[config.mk]
export PLATFORM = sky130hd
export DESIGN_NAME = crc_field
export DESIGN_NICKNAME = d
export VERILOG_FILES = /design/src/rtl/crc_field.sv
export SDC_FILE = /design/constraint.sdc
export NUM_CORES = 1
export LEC_CHECK = 0
export BUFFER_PORTS_ARGS = -buffer_cell sky130_fd_sc_hd__buf_2
export CAP_MARGIN = 20
export CELL_PAD_IN_SITES_DETAIL_PLACEMENT = 0
export CELL_PAD_IN_SITES_GLOBAL_PLACEMENT = 2
export CORE_AREA = 4 4 76 60
export CTS_CLUSTER_DIAMETER = 30
export DETAILED_ROUTE_END_ITERATION = 6
export DIE_AREA = 0 0 80 64
export PLACE_DENSITY_LB_ADDON = 0.3
export SLEW_MARGIN = 15
export SYNTH_ARGS = -nofsm -noshare
export SYNTH_HDL_FRONTEND = slang
export SYNTH_SLANG_ARGS = --single-unit
[constraint.sdc]
create_clock -name clock -period 4.7 [get_ports clock]
set_clock_uncertainty 0.1 [all_clocks]
set_input_delay 0.235 -clock clock [delete_from_list [all_inputs] [get_ports clock]]
set_output_delay 0.235 -clock clock [all_outputs]
set_load 0.01 [all_outputs]
[src/rtl/crc_field.sv]
// CAN CRC field generator.
// Accumulates the CRC-15 over the unstuffed frame bits, then shifts the
// 15-bit CRC out MSB first on sample points, followed by one recessive
// delimiter bit. Dropping enable or Tx_request aborts back to IDLE.
module crc_field (
    input  logic        clock,
    input  logic        reset,
    input  logic        enable,
    input  logic        sample_point,
    input  logic        Tx_request,
    input  logic        crc_bit_in,
    input  logic        crc_bit_valid,
    input  logic        data_complete,
    output logic        crc_bit,
    output logic [3:0]  bit_counter,
    output logic [14:0] crc_reg,
    output logic        crc_complete
);

    typedef enum logic [2:0] {
        IDLE     = 3'd0,
        ACCUM    = 3'd1,
        SEND     = 3'd2,
        DELIM    = 3'd3,
        COMPLETE = 3'd4
    } state_t;

    localparam logic [14:0] CRC_POLY = 15'h4599;
    localparam logic [3:0]  LAST_BIT = 4'd14;

    state_t      state_reg;
    state_t      state_next;
    logic        run;
    logic        crc_feedback;
    logic [14:0] crc_step;
    logic [14:0] crc_msb_first;

    // The frame only proceeds while both enable and the request are held.
    assign run = enable & Tx_request;

    // One CRC-15 shift step for the incoming bit.
    assign crc_feedback = crc_bit_in ^ crc_reg[14];
    assign crc_step     = {crc_reg[13:0], 1'b0} ^ (crc_feedback ? CRC_POLY : 15'h0000);

    // Bit-reversed view of the CRC so the counter indexes it MSB first.
    generate
        for (genvar gi = 0; gi < 15; gi++) begin : g_msb_first
            assign crc_msb_first[gi] = crc_reg[14-gi];
        end
    endgenerate

    // State register.
    always_ff @(posedge clock) begin
        if (reset) begin
            state_reg <= IDLE;
        end else begin
            state_reg <= state_next;
        end
    end

    // Next-state logic; any loss of run aborts straight to IDLE.
    always_comb begin
        state_next = state_reg;
        case (state_reg)
            IDLE: begin
                if (run) state_next = ACCUM;
            end
            ACCUM: begin
                if (!run)               state_next = IDLE;
                else if (data_complete) state_next = SEND;
            end
            SEND: begin
                if (!run)                                       state_next = IDLE;
                else if (sample_point && bit_counter == LAST_BIT) state_next = DELIM;
            end
            DELIM: begin
                if (!run)              state_next = IDLE;
                else if (sample_point) state_next = COMPLETE;
            end
            COMPLETE: begin
                if (!run) state_next = IDLE;
            end
            default: state_next = IDLE;
        endcase
    end

    // CRC accumulator: cleared on frame start, updated only while accumulating,
    // frozen otherwise (including across an abort).
    always_ff @(posedge clock) begin
        if (reset) begin
            crc_reg <= 15'h0000;
        end else if (state_reg == IDLE && run) begin
            crc_reg <= 15'h0000;
        end else if (state_reg == ACCUM && run && crc_bit_valid) begin
            crc_reg <= crc_step;
        end
    end

    // Transmit bit index: advances on sample points in SEND, saturates at the
    // last CRC bit, and is zero outside the send/delimiter/complete phases.
    always_ff @(posedge clock) begin
        if (reset) begin
            bit_counter <= 4'd0;
        end else begin
            case (state_reg)
                SEND: begin
                    if (!run)
                        bit_counter <= 4'd0;
                    else if (sample_point && bit_counter != LAST_BIT)
                        bit_counter <= bit_counter + 4'd1;
                end
                DELIM, COMPLETE: begin
                    if (!run) bit_counter <= 4'd0;
                end
                default: bit_counter <= 4'd0;
            endcase
        end
    end

    // Output decode: recessive everywhere except while shifting the CRC.
    always_comb begin
        crc_bit      = 1'b1;
        crc_complete = 1'b0;
        case (state_reg)
            SEND:     crc_bit      = crc_msb_first[bit_counter];
            COMPLETE: crc_complete = 1'b1;
            default:  ;
        endcase
    end

endmodule

==> impl_metrics.prom, run 1 <==
# TYPE chip_impl_metric gauge
chip_impl_info{name="status",value="finished, final reports clean"} 1
chip_impl_metric{name="largest_register_ffs",unit=""} 15
chip_impl_info{name="endpoint_kind",value="output pin"} 1
chip_impl_metric{name="num_clock_sinks",unit=""} 22
chip_impl_metric{name="detail_route.wirelength",unit="µm"} 2830
chip_impl_metric{name="route.met2.wl",unit="µm"} 1270
chip_impl_metric{name="met3_length",unit="µm"} 122
chip_impl_metric{name="mappedNetlistNets",unit=""} 148
chip_impl_metric{name="max_cap_violations",unit=""} 0
chip_impl_metric{name="detail-route-antenna-nets",unit=""} 0
chip_impl_metric{name="dr_vias",unit=""} 1055
chip_impl_metric{name="layout.nets",unit=""} 166
chip_impl_metric{name="drive_gt1_frac",unit=""} 0.258
chip_impl_metric{name="met1Wirelength",unit="µm"} 1420
chip_impl_metric{name="postSynthCellCount",unit=""} 138
chip_impl_info{name="timing_worst_setup_path_type",value="register to output pin"} 1
chip_impl_metric{name="core_region_area",unit="µm²"} 3900
chip_impl_metric{name="die_area",unit="µm²"} 5120
chip_impl_metric{name="cts_buffer_depth",unit=""} 2
chip_impl_metric{name="ys_ff_latch",unit=""} 22
chip_impl_metric{name="io-pin-count",unit=""} 29
chip_impl_metric{name="cts.clk_slew.worst_paths",unit="ns"} 0.09
chip_impl_metric{name="syn_area",unit="µm²"} 1270
chip_impl_metric{name="timing.final.crit_share",unit=""} 0.482
chip_impl_metric{name="path_max_fanout",unit=""} 11
chip_impl_metric{name="worst-endpoint-required",unit="ns"} 4.37
chip_impl_metric{name="post_route_hold_slack",unit="ns"} 0.0829
chip_impl_metric{name="report.final.hold_viol_count",unit=""} 0
chip_impl_metric{name="grt_start_max_net_pins",unit=""} 16
chip_impl_metric{name="synth.avg_cell_area",unit="µm²"} 9.18
chip_impl_info{name="rsz0062_at_grt",value="false"} 1
chip_impl_info{name="tritoncts",value="done"} 1
chip_impl_info{name="topRoutingLayerUsed",value="met4"} 1
chip_impl_metric{name="detail_route.drc_violations",unit=""} 0
chip_impl_metric{name="port_buffers",unit=""} 28
chip_impl_metric{name="arrival",unit="ns"} 1.93
chip_impl_info{name="cts_root_buf",value="clkbuf_8"} 1
chip_impl_metric{name="ant_diodes",unit=""} 0
chip_impl_metric{name="final_max_slew_viol_count",unit=""} 0
chip_impl_metric{name="fmax",unit="GHz"} 0.442
chip_impl_metric{name="vdd.ir_drop.worst",unit="mV"} 0.135
chip_impl_metric{name="detail_route.vias_per_cell",unit=""} 5.02
chip_impl_info{name="cp-start-kind",value="register"} 1
chip_impl_metric{name="h-tree-depth",unit=""} 1
chip_impl_metric{name="worst_pin_slew",unit="ns"} 0.884
chip_impl_metric{name="final_core_util",unit=""} 0.365
chip_impl_metric{name="synth_cell_types",unit=""} 36
chip_impl_metric{name="grt_pass1_vias",unit=""} 991
chip_impl_metric{name="initial_util",unit=""} 0.324
chip_impl_info{name="hold_path.class",value="input port to register"} 1
chip_impl_metric{name="antenna_found_initial",unit=""} 0
chip_impl_metric{name="flow.area_growth_from_synthesis",unit="%"} 12.6
chip_impl_metric{name="grt_pass1_wl",unit="µm"} 4850
chip_impl_metric{name="dieHeight",unit="µm"} 64
chip_impl_metric{name="timing.slew.headroom",unit=""} 0.408
chip_impl_metric{name="postCtsSetupBuffers",unit=""} 0
chip_impl_metric{name="yosysSeqAreaShare",unit=""} 0.348
chip_impl_metric{name="synth.yosys.warnings",unit=""} 0
chip_impl_metric{name="post_cts_hold_buffer_count",unit=""} 0
chip_impl_metric{name="final_period_minus_worst_setup_slack",unit="ns"} 2.26
chip_impl_metric{name="post-dp-hpwl",unit="µm"} 2050
chip_impl_metric{name="cts-resized-gates",unit=""} 0
chip_impl_metric{name="chip_width",unit="µm"} 80
chip_impl_metric{name="cts-buffers-inserted",unit=""} 3
chip_impl_metric{name="setup_tns",unit="ns"} 0
chip_impl_metric{name="row_count",unit=""} 20
chip_impl_metric{name="cellPowerDensity",unit="nW/µm²"} 250
chip_impl_metric{name="globalRouteTotalUtil",unit=""} 0.117
chip_impl_metric{name="drt-pass1-iter-count",unit=""} 4
chip_impl_metric{name="detailed_route_iter0_violations",unit=""} 52
chip_impl_metric{name="globalRoute.totalOverflow",unit=""} 0
chip_impl_metric{name="p_leak",unit="µW"} 0.000525
chip_impl_metric{name="detail_route.wl_per_cell",unit="µm"} 13.5
chip_impl_metric{name="setup_viol",unit=""} 0
chip_impl_metric{name="worst_skew_pair.late_latency",unit="ns"} 0.26
chip_impl_metric{name="weighted_congestion_reported_at_the_end_of_routability_driven_placement",unit=""} 0.796
==> final timing paths <==
kind | from | end | slack (ns) | cells after the start
setup / recovery | bit_counter[1] | crc_bit | 2.44 | 4
hold / removal | reset | state_reg[0] | 0.08 | 2
setup reg to reg | state_reg[0] | crc_reg[10] | 2.76 | 4
hold reg to reg | crc_reg[4] | crc_reg[4] | 0.45 | 2
==> per-stage QoR <==
| stage | std cells | worst slack [ns] | instance area (µm²) | total power, µW |
|---|---|---|---|---|
| after floorplan | 138 | 2.90 | 1270 | 214 |
| after CTS | 210 | 2.42 | 1430 | 363 |
| after global placement | 206 | 2.73 | 1370 | 222 |
| after global routing | 210 | 2.34 | 1430 | 371 |
| final | 210 | 2.44 | 1430 | 357 |
| after detailed placement | 206 | 2.72 | 1370 | 222 |
==> cell type report <==
class | count | area, µm²
inverters | 4 | 15.0
repair buffers | 28 | 140
multi-input cells | 97 | 707
clock buffers | 4 | 55.1
flip-flops and latches | 22 | 440
fillers | 428 | 2480
well taps | 55 | 68.8
==> kinds of logic (layout without fill, tap and decap cells) <==
group	count (synthesis)	after routing	synth area share
buffers and inverters	19	36	0.0939
adder cells (fa/ha/maj)	2	2	0.0198
AND/OR/NAND/NOR	45	45	0.195
AO/OA/AOI/OAI	24	24	0.121
flip-flops	22	22	0.348
XOR/XNOR	8	8	0.0613
multiplexers	18	18	0.162
==> cells in the mapped netlist, drive strengths merged <==
| master | instances | area share |
|---|---|---|
| and3 | 1 | 0.0049 |
| o21ai | 4 | 0.016 |
| buf | 12 | 0.073 |
| nor3 | 3 | 0.021 |
| nand2 | 4 | 0.012 |
| or3 | 1 | 0.0049 |
| mux2i | 16 | 0.13 |
| a21o | 1 | 0.0059 |
| a21boi | 1 | 0.0059 |
| o211ai | 3 | 0.018 |
| a211oi | 1 | 0.0099 |
| dfxtp | 22 | 0.35 |
| nor2b | 1 | 0.0049 |
| o22ai | 1 | 0.0049 |
| ha | 2 | 0.020 |
| a22oi | 1 | 0.0059 |
| nor4 | 1 | 0.0049 |
| a311oi | 1 | 0.0069 |
| nor2 | 19 | 0.058 |
| xnor2 | 8 | 0.061 |
| nand4 | 4 | 0.020 |
| and3b | 1 | 0.0079 |
| clkbuf | 3 | 0.0089 |
| a31oi | 4 | 0.020 |
| inv | 4 | 0.012 |
| nand3b | 3 | 0.028 |
| nand2b | 1 | 0.0049 |
| nand3 | 6 | 0.024 |
| mux4 | 2 | 0.036 |
| a21oi | 7 | 0.028 |
==> where the power goes <==
group	total [µW]	internal [µW]	leakage [µW]	switching (µW)
sequential	190	188	0.000177	2.77
clock	140	74.7	0.0000288	64.8
combinational	26.7	10.6	0.000318	16.1
total	357	273	0.000525	83.7
==> layout by cell type (no fill, tap or decap), drive strengths merged <==
master	synthesis	routed
a211oi	1	1
a21boi	1	1
a21o	1	1
a21oi	7	7
a22oi	1	1
a311oi	1	1
a31oi	4	4
and3	1	1
and3b	1	1
buf	12	28
clkbuf	3	4
dfxtp	22	22
ha	2	2
inv	4	4
mux2i	16	16
mux4	2	2
nand2	4	4
nand2b	1	1
nand3	6	6
nand3b	3	3
nand4	4	4
nor2	19	19
nor2b	1	1
nor3	3	3
nor4	1	1
o211ai	3	3
o21ai	4	4
o22ai	1	1
or3	1	1
xnor2	8	8
==> per-layer routing <==
metal / global-route usage / vias to the layer above
met4: 0.0127 / 0
met5: 0 / -
met1: 0.165 / 520
met3: 0.0366 / 2
met2: 0.181 / 16
li1: - / 517
==> critical path, cell delays in order (launching register included) <==
cell,delay (ns)
dfxtp_1,0.64
mux4_2,0.57
o211ai_1,0.19
nand3_1,0.11
buf_2,0.15
Power figures use the tool's default switching activity.
==> run 2, diff against run 1 <==
CORE_AREA = 4 4 79 63   (was 4 4 76 60)
DIE_AREA = 0 0 83 67   (was 0 0 80 64)
clock period = 2.3 ns   (was 4.7 ns; I/O delays follow)
==> run 2 against run 1 <==
Hold slack worse by 0.025 ns. Via count down 0.38%. Sequential cell count unchanged. Utilization decreased by 2.7 points. Cell count increased by 1.9%. Critical path depth did not move. Register-to-register slack worse by 2.1 ns. Global-route usage fell by 0.50 points. Non-clock buffer count increased by 3. Sequential share of layout area fell by 0.30 points. Die area rose by 8.6%.
==> impl_metrics.prom, run 2 (same netlist as run 1, synthesis figures left out) <==
# TYPE chip_impl_metric gauge
chip_impl_metric{name="final_core_util",unit=""} 0.338
chip_impl_metric{name="layout.nets",unit=""} 169
chip_impl_metric{name="cts.clk_slew.worst_paths",unit="ns"} 0.08
chip_impl_metric{name="cts_buffer_depth",unit=""} 2
chip_impl_metric{name="cellPowerDensity",unit="nW/µm²"} 478
chip_impl_metric{name="globalRouteTotalUtil",unit=""} 0.112
chip_impl_metric{name="detailed_route_iter0_violations",unit=""} 78
chip_impl_metric{name="weighted_congestion_reported_at_the_end_of_routability_driven_placement",unit=""} 0.786
chip_impl_metric{name="row_count",unit=""} 21
chip_impl_metric{name="drt-pass1-iter-count",unit=""} 4
chip_impl_metric{name="detail_route.drc_violations",unit=""} 0
chip_impl_metric{name="num_clock_sinks",unit=""} 22
chip_impl_metric{name="vdd.ir_drop.worst",unit="mV"} 0.220
chip_impl_metric{name="worst-endpoint-required",unit="ns"} 2.09
chip_impl_info{name="status",value="finished, final reports clean"} 1
chip_impl_metric{name="worst_skew_pair.late_latency",unit="ns"} 0.26
chip_impl_info{name="timing_worst_setup_path_type",value="register to output pin"} 1
chip_impl_metric{name="filler_cell_count",unit=""} 465
chip_impl_metric{name="grt_start_max_net_pins",unit=""} 16
chip_impl_metric{name="timing.final.crit_share",unit=""} 0.864
chip_impl_metric{name="fmax",unit="GHz"} 0.503
chip_impl_metric{name="globalRoute.totalOverflow",unit=""} 0
chip_impl_metric{name="report.final.hold_viol_count",unit=""} 0
chip_impl_metric{name="flow.area_growth_from_synthesis",unit="%"} 13.7
chip_impl_info{name="endpoint_kind",value="output pin"} 1
chip_impl_metric{name="p_leak",unit="µW"} 0.000532
chip_impl_info{name="cts_root_buf",value="clkbuf_8"} 1
chip_impl_metric{name="grt_pass1_vias",unit=""} 1014
chip_impl_metric{name="ant_diodes",unit=""} 0
chip_impl_metric{name="final_period_minus_worst_setup_slack",unit="ns"} 1.99
chip_impl_metric{name="worst_pin_slew",unit="ns"} 0.588
chip_impl_metric{name="detail_route.vias_per_cell",unit=""} 4.91
chip_impl_info{name="rsz0062_at_grt",value="false"} 1
chip_impl_metric{name="timing.slew.headroom",unit=""} 0.608
chip_impl_metric{name="post-dp-hpwl",unit="µm"} 2140
chip_impl_metric{name="h-tree-depth",unit=""} 1
chip_impl_metric{name="chip_width",unit="µm"} 83
chip_impl_metric{name="cts-buffers-inserted",unit=""} 3
chip_impl_metric{name="setup_tns",unit="ns"} 0
chip_impl_metric{name="io-pin-count",unit=""} 29
chip_impl_metric{name="max_cap_violations",unit=""} 0
chip_impl_info{name="final_cell_mix",value="buf_2, dfxtp_1, nor2_1"} 1
chip_impl_metric{name="cts-resized-gates",unit=""} 0
chip_impl_metric{name="setup_viol",unit=""} 0
chip_impl_metric{name="detail-route-antenna-nets",unit=""} 0
chip_impl_info{name="tritoncts",value="done"} 1
chip_impl_metric{name="sequential_cell_area",unit="µm²"} 440
chip_impl_metric{name="area_occupied_by_multi_input_gates",unit="µm²"} 707
chip_impl_metric{name="dr_vias",unit=""} 1051
chip_impl_metric{name="final_max_slew_viol_count",unit=""} 0
chip_impl_metric{name="largest_register_ffs",unit=""} 15
chip_impl_metric{name="dieHeight",unit="µm"} 67
chip_impl_metric{name="core_region_area",unit="µm²"} 4260
chip_impl_metric{name="arrival",unit="ns"} 1.77
chip_impl_metric{name="initial_util",unit=""} 0.297
chip_impl_metric{name="path_max_fanout",unit=""} 11
chip_impl_metric{name="detail_route.wl_per_cell",unit="µm"} 13.4
chip_impl_metric{name="detail_route.wirelength",unit="µm"} 2880
chip_impl_metric{name="drive_gt1_frac",unit=""} 0.261
chip_impl_metric{name="port_buffers",unit=""} 28
chip_impl_metric{name="die_area",unit="µm²"} 5560
chip_impl_info{name="hold_path.class",value="input port to register"} 1
chip_impl_metric{name="grt_pass1_wl",unit="µm"} 4930
chip_impl_info{name="cp-start-kind",value="register"} 1
chip_impl_info{name="mostFrequentLayoutCell",value="buf_2"} 1
chip_impl_metric{name="antenna_found_initial",unit=""} 0
==> run 2: cell count changes in the layout (fill, tap and decap cells not counted) <==
| cell | before | now |
|---|---|---|
| dlygate4sd3_1 | 0 | 1 |
| clkbuf_8 | 4 | 3 |
| buf_4 | 0 | 2 |
==> run 2: repair_timing <==
| item | in CTS | in global routing |
|---|---|---|
| hold buffers | 1 | 0 |
| hold endpoints to repair | 2 | 0 |
| buffers inserted | 0 | 0 |
==> run 2: per-stage QoR <==
| step | std cells | total power (µW) | worst slack (ns) | hold WS (ns) | cell area (µm²) |
|---|---|---|---|---|---|
| 6_report | 214 | 688 | 0.313 | 0.0582 | 1440 |
| 5_1_grt | 214 | 724 | 0.162 | 0.0739 | 1440 |
| 4_1_cts | 214 | 697 | 0.307 | 0.0508 | 1440 |
| 3_5_place_dp | 210 | 454 | 0.606 | 0.243 | 1390 |
| 3_3_place_gp | 210 | 454 | 0.655 | 0.241 | 1390 |
| 2_1_floorplan | 138 | 438 | 0.624 | 0.0943 | 1270 |
==> run 2: final timing paths <==
kind                  startpoint      endpoint  slack, ns  cells past startpoint
setup / recovery  bit_counter[0]       crc_bit       0.31                      4
hold / removal      sample_point  state_reg[2]       0.06                      3
setup reg to reg    state_reg[0]   crc_reg[13]       0.64                      5
hold reg to reg       crc_reg[4]    crc_reg[5]       0.45                      2
==> run 2: routing by layer <==
metal | track usage | part of all wire
met3 | 0.0383 | 0.038
met4 | 0.0184 | 0.0059
met2 | 0.174 | 0.41
met1 | 0.152 | 0.54
met5 | 0 | 0
==> run 2: power by group <==
part           switching (µW)  internal, µW  total (µW)
combinational            33.7          23.0        56.7
clock                     125           117         242
sequential               6.14           383         389
total                     165           523         688
==> run 2: worst max-delay path: stages, from the launching register on <==
cell and delay [ns]:
dfxtp_1 0.54, mux4_2 0.54, o211ai_1 0.17, nand3_1 0.10, buf_2 0.15
==> run 2: layout make-up <==
cell class / count / area share
well taps: 57 / 0.0495
multi-input cells: 97 / 0.491
repair buffers: 31 / 0.115
flip-flops and latches: 22 / 0.306
clock buffers: 3 / 0.0287
inverters: 4 / 0.0104
==> run 3, diff against run 2 <==
PLACE_DENSITY = 0.83   (was not set)
PLACE_DENSITY_LB_ADDON = not set   (was 0.3)
==> run 3 against run 2 <==
Non-clock buffer count unchanged. Wire length rose by 1.6%. Hold slack improved by 0.0020 ns. Sequential power about the same. Combinational power about the same. Critical path type unchanged. Critical endpoint unchanged. Highest routed layer unchanged.
==> impl_metrics.prom, run 3 (same netlist as run 1, synthesis figures left out) <==
# TYPE chip_impl_metric gauge
chip_impl_info{name="status",value="finished, final reports clean"} 1
chip_impl_info{name="path_delay_family",value="multiplexers"} 1
chip_impl_info{name="endpoint_kind",value="output pin"} 1
chip_impl_info{name="cts_root_buf",value="clkbuf_8"} 1
chip_impl_info{name="hold_path.class",value="input port to register"} 1
chip_impl_metric{name="slowest_stage_delay_cp",unit="ns"} 0.55
chip_impl_info{name="cp-start-kind",value="register"} 1
chip_impl_metric{name="ff2ff_path_depth",unit=""} 6
chip_impl_metric{name="path_max_fanout",unit=""} 11
chip_impl_metric{name="final_max_slew_viol_count",unit=""} 0
chip_impl_metric{name="detail_route.wirelength",unit="µm"} 2920
chip_impl_metric{name="p_leak",unit="µW"} 0.000540
chip_impl_metric{name="num_clock_sinks",unit=""} 22
chip_impl_metric{name="ant_diodes",unit=""} 0
chip_impl_metric{name="detailed_route_iter0_violations",unit=""} 63
chip_impl_metric{name="dieHeight",unit="µm"} 67
chip_impl_metric{name="antenna_found_initial",unit=""} 0
chip_impl_metric{name="cts_buffer_depth",unit=""} 2
chip_impl_metric{name="core_region_area",unit="µm²"} 4260
chip_impl_metric{name="globalRoute.totalOverflow",unit=""} 0
chip_impl_info{name="mostFrequentLayoutCell",value="buf_2"} 1
chip_impl_metric{name="timing.final.crit_share",unit=""} 0.857
chip_impl_metric{name="cts.clk_slew.worst_paths",unit="ns"} 0.08
chip_impl_info{name="final_cell_mix",value="buf_2, dfxtp_1, nor2_1"} 1
chip_impl_info{name="crit-reg2reg-launch",value="bit_counter[0]"} 1
chip_impl_metric{name="fmax",unit="GHz"} 0.508
chip_impl_metric{name="largest_register_ffs",unit=""} 15
chip_impl_info{name="rsz0062_at_grt",value="false"} 1
chip_impl_metric{name="dr_vias",unit=""} 1051
chip_impl_metric{name="max_cap_violations",unit=""} 0
chip_impl_metric{name="flow.area_growth_from_synthesis",unit="%"} 14.8
chip_impl_metric{name="post-dp-hpwl",unit="µm"} 2160
chip_impl_info{name="timing.hold.worst.start",value="sample_point"} 1
chip_impl_metric{name="detail_route.vias_per_cell",unit=""} 4.89
chip_impl_info{name="critical_path_s_slowest_cell",value="mux4_2"} 1
chip_impl_metric{name="setup_viol",unit=""} 0
chip_impl_metric{name="initial_util",unit=""} 0.297
chip_impl_metric{name="detail_route.drc_violations",unit=""} 0
chip_impl_metric{name="grt_start_max_net_pins",unit=""} 16
chip_impl_metric{name="min_delay_path_depth",unit=""} 3
chip_impl_metric{name="die_area",unit="µm²"} 5560
chip_impl_metric{name="setup_tns",unit="ns"} 0
chip_impl_metric{name="cellPowerDensity",unit="nW/µm²"} 501
chip_impl_metric{name="worst_skew_pair.late_latency",unit="ns"} 0.26
chip_impl_info{name="tritoncts",value="done"} 1
chip_impl_metric{name="grt_pass1_wl",unit="µm"} 5250
chip_impl_metric{name="timing.slew.headroom",unit=""} 0.655
chip_impl_metric{name="chip_width",unit="µm"} 83
chip_impl_metric{name="port_buffers",unit=""} 28
chip_impl_metric{name="final_core_util",unit=""} 0.342
chip_impl_metric{name="layout.nets",unit=""} 169
chip_impl_metric{name="cts-buffers-inserted",unit=""} 3
chip_impl_metric{name="post_route_hold_slack",unit="ns"} 0.0602
chip_impl_metric{name="row_count",unit=""} 21
chip_impl_metric{name="detail_route.wl_per_cell",unit="µm"} 13.6
chip_impl_metric{name="vdd.ir_drop.worst",unit="mV"} 0.244
chip_impl_metric{name="final_period_minus_worst_setup_slack",unit="ns"} 1.97
chip_impl_info{name="worstPathCellList",value="mux4_2 -> o211ai_1 -> nand3_1 -> buf_2"} 1
chip_impl_metric{name="globalRouteTotalUtil",unit=""} 0.117
chip_impl_info{name="worstReg2RegEnd",value="bit_counter[0]"} 1
chip_impl_metric{name="arrival",unit="ns"} 1.76
chip_impl_metric{name="h-tree-depth",unit=""} 1
chip_impl_metric{name="drive_gt1_frac",unit=""} 0.266
chip_impl_metric{name="cts-resized-gates",unit=""} 0
chip_impl_metric{name="crit_buf_inv",unit=""} 1
chip_impl_info{name="timing_worst_setup_path_type",value="register to output pin"} 1
chip_impl_metric{name="detail-route-antenna-nets",unit=""} 0
chip_impl_metric{name="grt_pass1_vias",unit=""} 1078
chip_impl_metric{name="drt-pass1-iter-count",unit=""} 5
chip_impl_metric{name="worst_pin_slew",unit="ns"} 0.515
chip_impl_metric{name="worst-endpoint-required",unit="ns"} 2.09
chip_impl_metric{name="rrSetupSlack",unit="ns"} 0.60
chip_impl_info{name="holdPathEnd",value="state_reg[2]"} 1
chip_impl_metric{name="postCtsSetupBuffers",unit=""} 0
chip_impl_metric{name="report.final.hold_viol_count",unit=""} 0
chip_impl_metric{name="io-pin-count",unit=""} 29
chip_impl_metric{name="weighted_congestion_reported_at_the_end_of_routability_driven_placement",unit=""} 0.793
## run 3: power breakdown
group          internal (µW)  total (µW)  switching, µW
clock network            153         283            130
registers                383         389           5.86
logic                   23.0        56.6           33.6
## run 3: worst max-delay path by stage
stage / cells after the start / end / startpoint
6_report: 4 / crc_bit / bit_counter[0]
5_1_grt: 4 / crc_bit / bit_counter[0]
4_1_cts: 4 / crc_bit / bit_counter[0]
2_1_floorplan: 4 / crc_bit / bit_counter[0]
3_5_place_dp: 4 / crc_bit / bit_counter[0]
3_3_place_gp: 4 / crc_bit / bit_counter[0]
## run 3: worst reg2reg max path, delay by kind of cell, from the launching register on
kind                     cells  cell delay, ns
flip-flops                   1            0.54
AO/OA/AOI/OAI                3            0.41
adder cells (fa/ha/maj)      1            0.26
AND/OR/NAND/NOR              1            0.16
buffers and inverters        1            0.12
## run 3: what timing repair did
action                                  in CTS  in global routing
hold endpoints to repair                     2                  0
endpoints found under the setup margin       0                  0
hold buffers                                 1                  0
## run 3: stage by stage
stage	std cells	worst slack [ns]	total power, µW	cell area [µm²]
after floorplan	138	0.624	438	1270
after global placement	210	0.649	453	1390
after detailed placement	210	0.616	454	1390
after CTS	215	0.310	739	1450
after global routing	215	0.214	763	1450
final	215	0.330	729	1450
## run 3: final cells by class
type	instances	area [µm²]
multi-input cells	97	707
inverters	4	15.0
fillers	463	2800
flip-flops and latches	22	440
well taps	57	71.3
clock buffers	4	55.1
repair buffers	31	165
## run 3: layer usage
layer | routed length, µm | GRT usage | vias up | part of all wire
met5 | 0 | 0 | - | 0
met3 | 174 | 0.0334 | 2 | 0.060
met4 | 13 | 0.0245 | 0 | 0.0044
met2 | 1290 | 0.188 | 34 | 0.44
li1 | - | - | 522 | -
met1 | 1450 | 0.158 | 493 | 0.49
